[src/rtl/gray_run_ctrl_pkg.sv]
// Shared definitions for the gray counter run sequencer.
// Latency: n/a (types and constants only).
// Backpressure: n/a.
// Contents: FSM state codes and default widths for Steps and for the counter code.
package gray_run_ctrl_pkg;

  localparam int STEPW_DEF = 8;  // width of Steps / remaining-step counter
  localparam int CW_DEF    = 3;  // gray counter code width

  typedef enum logic [2:0] {
    S_IDLE  = 3'd0,
    S_CLEAR = 3'd1,
    S_RUN   = 3'd2,
    S_DONE  = 3'd3,
    S_ABORT = 3'd4
  } state_t;

endpackage

[src/rtl/gray_run_ctrl_step_down_counter.sv]
// Remaining-step counter: loads a step count and counts it down to zero.
// Latency: load/dec take effect on the next Clk edge; flags are decodes of the held value.
// Backpressure: none; dec at zero is a no-op, so the count never wraps below 0.
// Ports: clk, reset (sync, high), load + load_val, dec, zero / one flags.
module step_down_counter
  import gray_run_ctrl_pkg::*;
#(
  parameter int STEPW = STEPW_DEF
) (
  input  logic             clk,
  input  logic             reset,
  input  logic             load,
  input  logic [STEPW-1:0] load_val,
  input  logic             dec,
  output logic             zero,
  output logic             one
);

  logic [STEPW-1:0] rem;

  // load wins over dec; the controller never asserts both in the same cycle
  always_ff @(posedge clk) begin
    if (reset) begin
      rem <= '0;
    end else if (load) begin
      rem <= load_val;
    end else if (dec && (rem != '0)) begin
      rem <= rem - STEPW'(1);
    end
  end

  assign zero = (rem == '0);
  assign one  = (rem == STEPW'(1));

endmodule

[src/rtl/gray_run_ctrl.sv]
// Run sequencer for one gray counter: clear it, enable it for Steps cycles, capture the result.
// Latency: Start-to-Done = Steps+2 cycles plus one per paused RUN cycle (Steps=0: 2 cycles).
// Backpressure: Pause stalls RUN with no step consumed; Abort ends CLEAR/RUN via a 1-cycle ABORT.
// Ports: Clk, Reset (sync, high); Start/Steps/Pause/Abort command side;
//        CntValue/CntOverflow from the counter, CntEn/CntReset to it;
//        Busy, Done (1-cycle pulse), Final/OvfSeen (held captures) status side.
module gray_run_ctrl
  import gray_run_ctrl_pkg::*;
#(
  parameter int STEPW = STEPW_DEF,
  parameter int CW    = CW_DEF
) (
  input  logic             Clk,
  input  logic             Reset,
  input  logic             Start,
  input  logic [STEPW-1:0] Steps,
  input  logic             Pause,
  input  logic             Abort,
  input  logic [CW-1:0]    CntValue,
  input  logic             CntOverflow,
  output logic             CntEn,
  output logic             CntReset,
  output logic             Busy,
  output logic             Done,
  output logic [CW-1:0]    Final,
  output logic             OvfSeen
);

  state_t state;
  logic   rem_zero;
  logic   rem_one;
  logic   rem_load;
  logic   rem_dec;

  // Steps is latched only when a run is accepted; a step is consumed only by
  // an unpaused, unaborted RUN cycle.
  assign rem_load = (state == S_IDLE) && Start;
  assign rem_dec  = (state == S_RUN) && !Abort && !Pause;

  step_down_counter #(.STEPW(STEPW)) u_rem (
    .clk      (Clk),
    .reset    (Reset),
    .load     (rem_load),
    .load_val (Steps),
    .dec      (rem_dec),
    .zero     (rem_zero),
    .one      (rem_one)
  );

  always_ff @(posedge Clk) begin
    if (Reset) begin
      state   <= S_IDLE;
      Final   <= '0;
      OvfSeen <= 1'b0;
    end else begin
      case (state)
        S_IDLE: begin
          if (Start) state <= S_CLEAR;
        end
        S_CLEAR: begin
          if (Abort)         state <= S_ABORT;
          else if (rem_zero) state <= S_DONE;
          else               state <= S_RUN;
        end
        S_RUN: begin
          // Abort beats Pause beats step; the last step goes straight to DONE
          if (Abort)                 state <= S_ABORT;
          else if (!Pause && rem_one) state <= S_DONE;
        end
        S_DONE: begin
          Final   <= CntValue;
          OvfSeen <= CntOverflow;
          state   <= S_IDLE;
        end
        S_ABORT: begin
          state <= S_IDLE;
        end
        default: begin
          state <= S_IDLE;
        end
      endcase
    end
  end

  // Counter is cleared alongside the controller, including on reset mid-run.
  assign CntReset = Reset || (state == S_CLEAR) || (state == S_ABORT);
  assign CntEn    = !Reset && (state == S_RUN) && !Pause;
  assign Busy     = (state != S_IDLE);
  assign Done     = (state == S_DONE);

endmodule

[config.mk]
export PLATFORM = sky130hd
export DESIGN_NAME = gray_run_ctrl
export DESIGN_NICKNAME = d
export VERILOG_FILES = /design/src/rtl/gray_run_ctrl_pkg.sv /design/src/rtl/gray_run_ctrl_step_down_counter.sv /design/src/rtl/gray_run_ctrl.sv
export SDC_FILE = /design/constraint.sdc
export NUM_CORES = 1
export LEC_CHECK = 0
export CORE_ASPECT_RATIO = 0.7
export CORE_MARGIN = 3
export CORE_UTILIZATION = 45
export CTS_CLUSTER_DIAMETER = 30
export CTS_CLUSTER_SIZE = 14
export DETAILED_ROUTE_END_ITERATION = 8
export DONT_BUFFER_PORTS = 1
export MAX_ROUTING_LAYER = met4
export PLACE_DENSITY_LB_ADDON = 0.2
export SLEW_MARGIN = 20
export SYNTH_ARGS = -nofsm -noshare
export SYNTH_HDL_FRONTEND = slang
export SYNTH_SLANG_ARGS = --single-unit
[constraint.sdc]
create_clock -name Clk -period 2.5 [get_ports Clk]
set_clock_uncertainty 0.15 [all_clocks]
set_input_delay 0.75 -clock Clk [delete_from_list [all_inputs] [get_ports Clk]]
set_output_delay 0.75 -clock Clk [all_outputs]
set_load 0.05 [all_outputs]
* Word-level counts from Yosys, hierarchy flattened
Index checks and enable logic that the tools add are counted.
W data, S select, Z words.
** Word-level totals
- Input bits :: 17
- Flip-flop bits (word level) :: 15
- Output and inout bits :: 8
** Operators by class
- Add/sub/neg operators :: 1
- Reductions and logical operators :: 18
- Multiplexer cells :: 8
- Equality and inequality tests :: 7
** Operators with widths (number)
- $mux W8 :: 2
- $mux W3 :: 4
- $pmux W3 S3 :: 1
- $eq A8 B1 Y1 const B :: 1
- $logic_not A8 Y1 :: 1
- $reduce_bool A8 Y1 :: 1
- $sub A8 B1 Y8 const B :: 1
- $logic_and A1 B1 Y1 :: 7
- $eq A3 B2 Y1 const B :: 2
- $eq A3 B1 Y1 const B :: 1
- $eq A3 B3 Y1 const B :: 1
- $logic_not A1 Y1 :: 3
- $logic_not A3 Y1 :: 1
- $ne A3 B3 Y1 const B :: 1
- $reduce_bool A3 Y1 :: 1
- $logic_or A1 B1 Y1 :: 2
- $ne A2 B2 Y1 const B :: 1
- $reduce_and A2 Y1 :: 1
- $reduce_bool A2 Y1 :: 1
- $mux W1 :: 1

* Logic depth before layout (Yosys ltp)
- Depth after elaboration :: 6
- Mapped depth :: 6
- Mapped depth without buffers :: 6

* By module
From an unflattened synthesis, not the netlist that was laid out.
** Unflattened totals
- Cell total of the unflattened synthesis :: 99
- Area total of the unflattened synthesis :: 877.1 µm²
** Modules (own cells, without submodules)
- step_down_counter :: area each 524.3 µm², instances 1, cells an instance 62
- gray_run_ctrl :: area each 352.8 µm², instances 1, cells an instance 37

* Worst setup path before layout
Ideal clock, no wire load.
- Kind :: input to output
- Start :: input Pause
- End :: output CntEn
- Buffers on the path :: 1
- Setup slack :: -0.750 ns
- Arrival time :: 2.350 ns
- Cell stages on the path :: 3
- Cells stage by stage :: or3_4 > buf_6 > nor3b_1
** Between the ends
- Word-level cells in the longest chain between the ends :: 2
** Ends and longest elaborated chain
- from (decl) :: RTL line gray_run_ctrl.sv:17 : input logic Pause,
- $logic_not A1 Y1 :: RTL line gray_run_ctrl.sv:87 : assign CntEn = !Reset && (state == S_RUN) && !Pause;
- $logic_and A1 B1 Y1 :: RTL line gray_run_ctrl.sv:87
- to (decl) :: RTL line gray_run_ctrl.sv:21 : output logic CntEn,
No other way between the ends.

* Worst setup path after layout
- Start :: register state[2]
- End :: output CntEn
** Between the ends
- Word-level cells in the longest chain between the ends :: 3
** Ends and longest elaborated chain
- from (decl) :: RTL line gray_run_ctrl.sv:29 : state_t state;
- from (signal assigned) :: RTL line gray_run_ctrl.sv:52 : state <= S_IDLE;
- from (signal assigned) :: RTL line gray_run_ctrl.sv:58 : if (Start) state <= S_CLEAR;
- from (signal assigned) :: RTL line gray_run_ctrl.sv:61 : if (Abort) state <= S_ABORT;
- $eq A3 B2 Y1 :: RTL line gray_run_ctrl.sv:87
- $logic_and A1 B1 Y1 (2 in series) :: RTL line gray_run_ctrl.sv:87
No other way between the ends.

==> results.toml <==
[outcome]
status = "complete, no violations"

[clock_network]
clk_pin_slew_ps = 90
cts_hold_buf = 0
cts-htree-levels = 1
cts_sinks = 15
clk_latency_ps = 290
clock_path_buffers = 2
cts-root-buf = "clkbuf_4"
cts_tree = "done"
cts_buffers = 3

[worst_setup_path]
worstSetupPathType = "flop to output pin"
cp-end-kind = "output pin"
r2r_start = "u_rem.rem[0]"
rr_worst_depth = 6
crit_path_start_kind = "flop"
path_max_fanout = 8
r2r_end = "u_rem.rem[4]"
endpoint = "CntEn"
r2r_slack_ps = 320
crit_path_start = "state[2]"
worstPathRequired_ps = 1600
crit_arrival_ps = 1520

[sta]
timing.final.crit_share_pct = 96.8
rsz0062_at_grt = "no"
maxSlewViolCount = 0
timing_hold_violations_final = 0
fin_tns_setup_ps = 0
max_slew_margin_pct = 56.7
finalSetupViolations = 0
worstMarginPinSlew_ps = 644
period_minus_slack_ps = 2420
worst_slack_ps = 79.2
fmax_mhz = 413

[synthesis]
synth_ff_type = "dfxtp_1"
syn_inst = 100
syn_area_per_cell_um2 = 8.73
synthTopCellsByArea = "dfxtp_1, nor2_1, a311oi_1"
synth.distinct_cells = 31
synth_edf_count = 0
ys_ff_latch = 15
ys_warn_count = 0
synth.cell_area_um2 = 873
synth-seq-area-share_pct = 34.4
synthArstFlopShare_pct = 0
synth_top_area_share_pct = 34.4
syn_nets = 120
synth_top_area_cell = "dfxtp_1"

[grt]
globalRouteOverflowTotal = 0
grt_max_degree = 19
grt_pass1_wl_mm = 3.27
grt_pass1_vias = 725
antenna_found_initial = 0
grt_util_all_layers_pct = 17.4

[flow_run]
maxCapViolations = 0

[power_and_ir_drop]
power_uw = 594
p_leak_uw = 0.000367
ir_drop_v = 0.000418
power_density_nw_per_um2 = 632

[final_layout]
n_fill_cell = 156
multi_input_area_um2 = 522
antennaDiodeCount = 0
fin_nets = 122
drive_above_1_share_pct = 10.9
regArea_um2 = 302
syn_to_final_growth_pct = 7.74

[worst_hold_path]
hp-start = "Abort"
hold_path.class = "input pin to flop"
whs_path_depth = 1

[floorplan]
std_cell_rows = 12
initial_core_util_pct = 51.5
core_um2 = 1700
dieArea_um2 = 2510
die_w_um = 58.7
io_pins = 25
die_h_um = 42.9

[route]
routedWlPerCell_um = 15.6
wirelength_mm = 1.90
ant_nets = 0
drt-initial-drc-count = 13
route.vias.total = 751
drc_errors = 0
first_pass_iters = 5
via_per_inst = 6.16

[place]
dpl.hpwl_mm = 1.40
gp_congestion = 0.841
port_buffers = 0
dp_slack_ps = 94.8
## worst max-delay path, stage by stage (launching register included)
cell and delay, ps:
dfxtp_1 400, or3_4 450, nor3b_4 220, buf_12 160
## metrics by stage
| step | instance area [um^2] | cells | utilization (%) | hold WS [ps] |
|---|---|---|---|---|
| floorplan | 890 | 100 | - | 320 |
| global placement | 913 | 118 | 53.8 | 354 |
| detailed placement | 913 | 118 | 53.8 | 354 |
| CTS | 940 | 122 | 55.4 | 370 |
| global route | 941 | 122 | 55.5 | 352 |
| finish | 941 | 122 | 55.5 | 373 |
## metal layers
| layer | vias up | GRT usage [%] | wire (um) |
|---|---|---|---|
| met5 | - | - | 0 |
| met4 | 0 | 2.71 | 0 |
| met3 | 0 | 7.29 | 154 |
| met2 | 24 | 24.9 | 803 |
| met1 | 355 | 23.2 | 946 |
| li1 | 372 | - | - |
## sequential cells by signal (all words and copies together) (netlist names)
name and count:
state 3, OvfSeen 1, Final 3, u_rem.rem 8
## placed cells by master (no fill, tap or decap)
cell,instances
a2111oi_0,1
a211o_1,2
a211oi_1,3
a21oi_1,1
a311oi_1,5
a31oi_1,2
and3b_1,1
and4_1,1
buf_12,1
buf_4,3
clkbuf_1,1
clkbuf_4,3
dfxtp_1,14
dfxtp_2,1
ha_1,3
inv_1,6
mux2i_1,4
nand2_1,2
nand2b_1,2
nand3b_1,2
nor2_1,16
nor3_1,3
nor3b_1,2
nor3b_4,1
nor4_1,4
nor4b_1,2
o21bai_1,1
o21bai_2,1
o311a_1,1
o31ai_1,2
or3_1,2
or3_4,1
or4_1,1
or4b_1,2
xnor2_1,4
## worst min path at each step
| stage | slack [ps] | end |
|---|---|---|
| finish | 370 | state[1] |
| CTS | 370 | OvfSeen |
| global route | 350 | Final[1] |
| floorplan | 320 | u_rem.rem[5] |
| detailed placement | 350 | u_rem.rem[5] |
| global placement | 350 | u_rem.rem[5] |
## cells in the mapped netlist, types with 2 or more instances
library cell	n
nor2_1	16
dfxtp_1	15
inv_1	6
a311oi_1	5
mux2i_1	4
nor4_1	4
xnor2_1	4
a211oi_1	3
clkbuf_1	3
ha_1	3
nor3_1	3
nor3b_1	3
a211o_1	2
a31oi_1	2
buf_2	2
buf_6	2
nand2_1	2
nand2b_1	2
nand3b_1	2
nor4b_1	2
o21bai_1	2
o31ai_1	2
or3_1	2
or4b_1	2
## report_power, final
part	switching [uW]	leakage [uW]	internal (uW)	total [uW]
clock network	79.4	0.0000150	62.1	141
logic	95.2	0.000229	63.6	159
registers	33.2	0.000123	261	294
## layout make-up
cell class                 instances  share of cell area (%)
clock buffer                       4                    2.79
tap                               21                    2.79
timing repair buffer               4                    4.52
sequential                        15                    32.0
inverter                           6                    2.39
multi-input combinational         72                    55.5
## cells by family after synthesis
group	after synthesis	share of synthesized area, %
AND/OR/NAND/NOR	42	27.9
AO/OA/AOI/OAI	19	17.2
flip-flops	15	34.4
buffers and inverters	13	7.59
XOR/XNOR	4	4.01
multiplexers	4	4.58
adder cells (fa/ha/maj)	3	4.30
## repair_timing
item | 4_1_cts | 5_1_grt
gates resized for setup | 0 | 1
buffers inserted | 0 | 0
setup endpoints to repair | 0 | 1
Note: power is estimated with default switching activity, not from simulation.
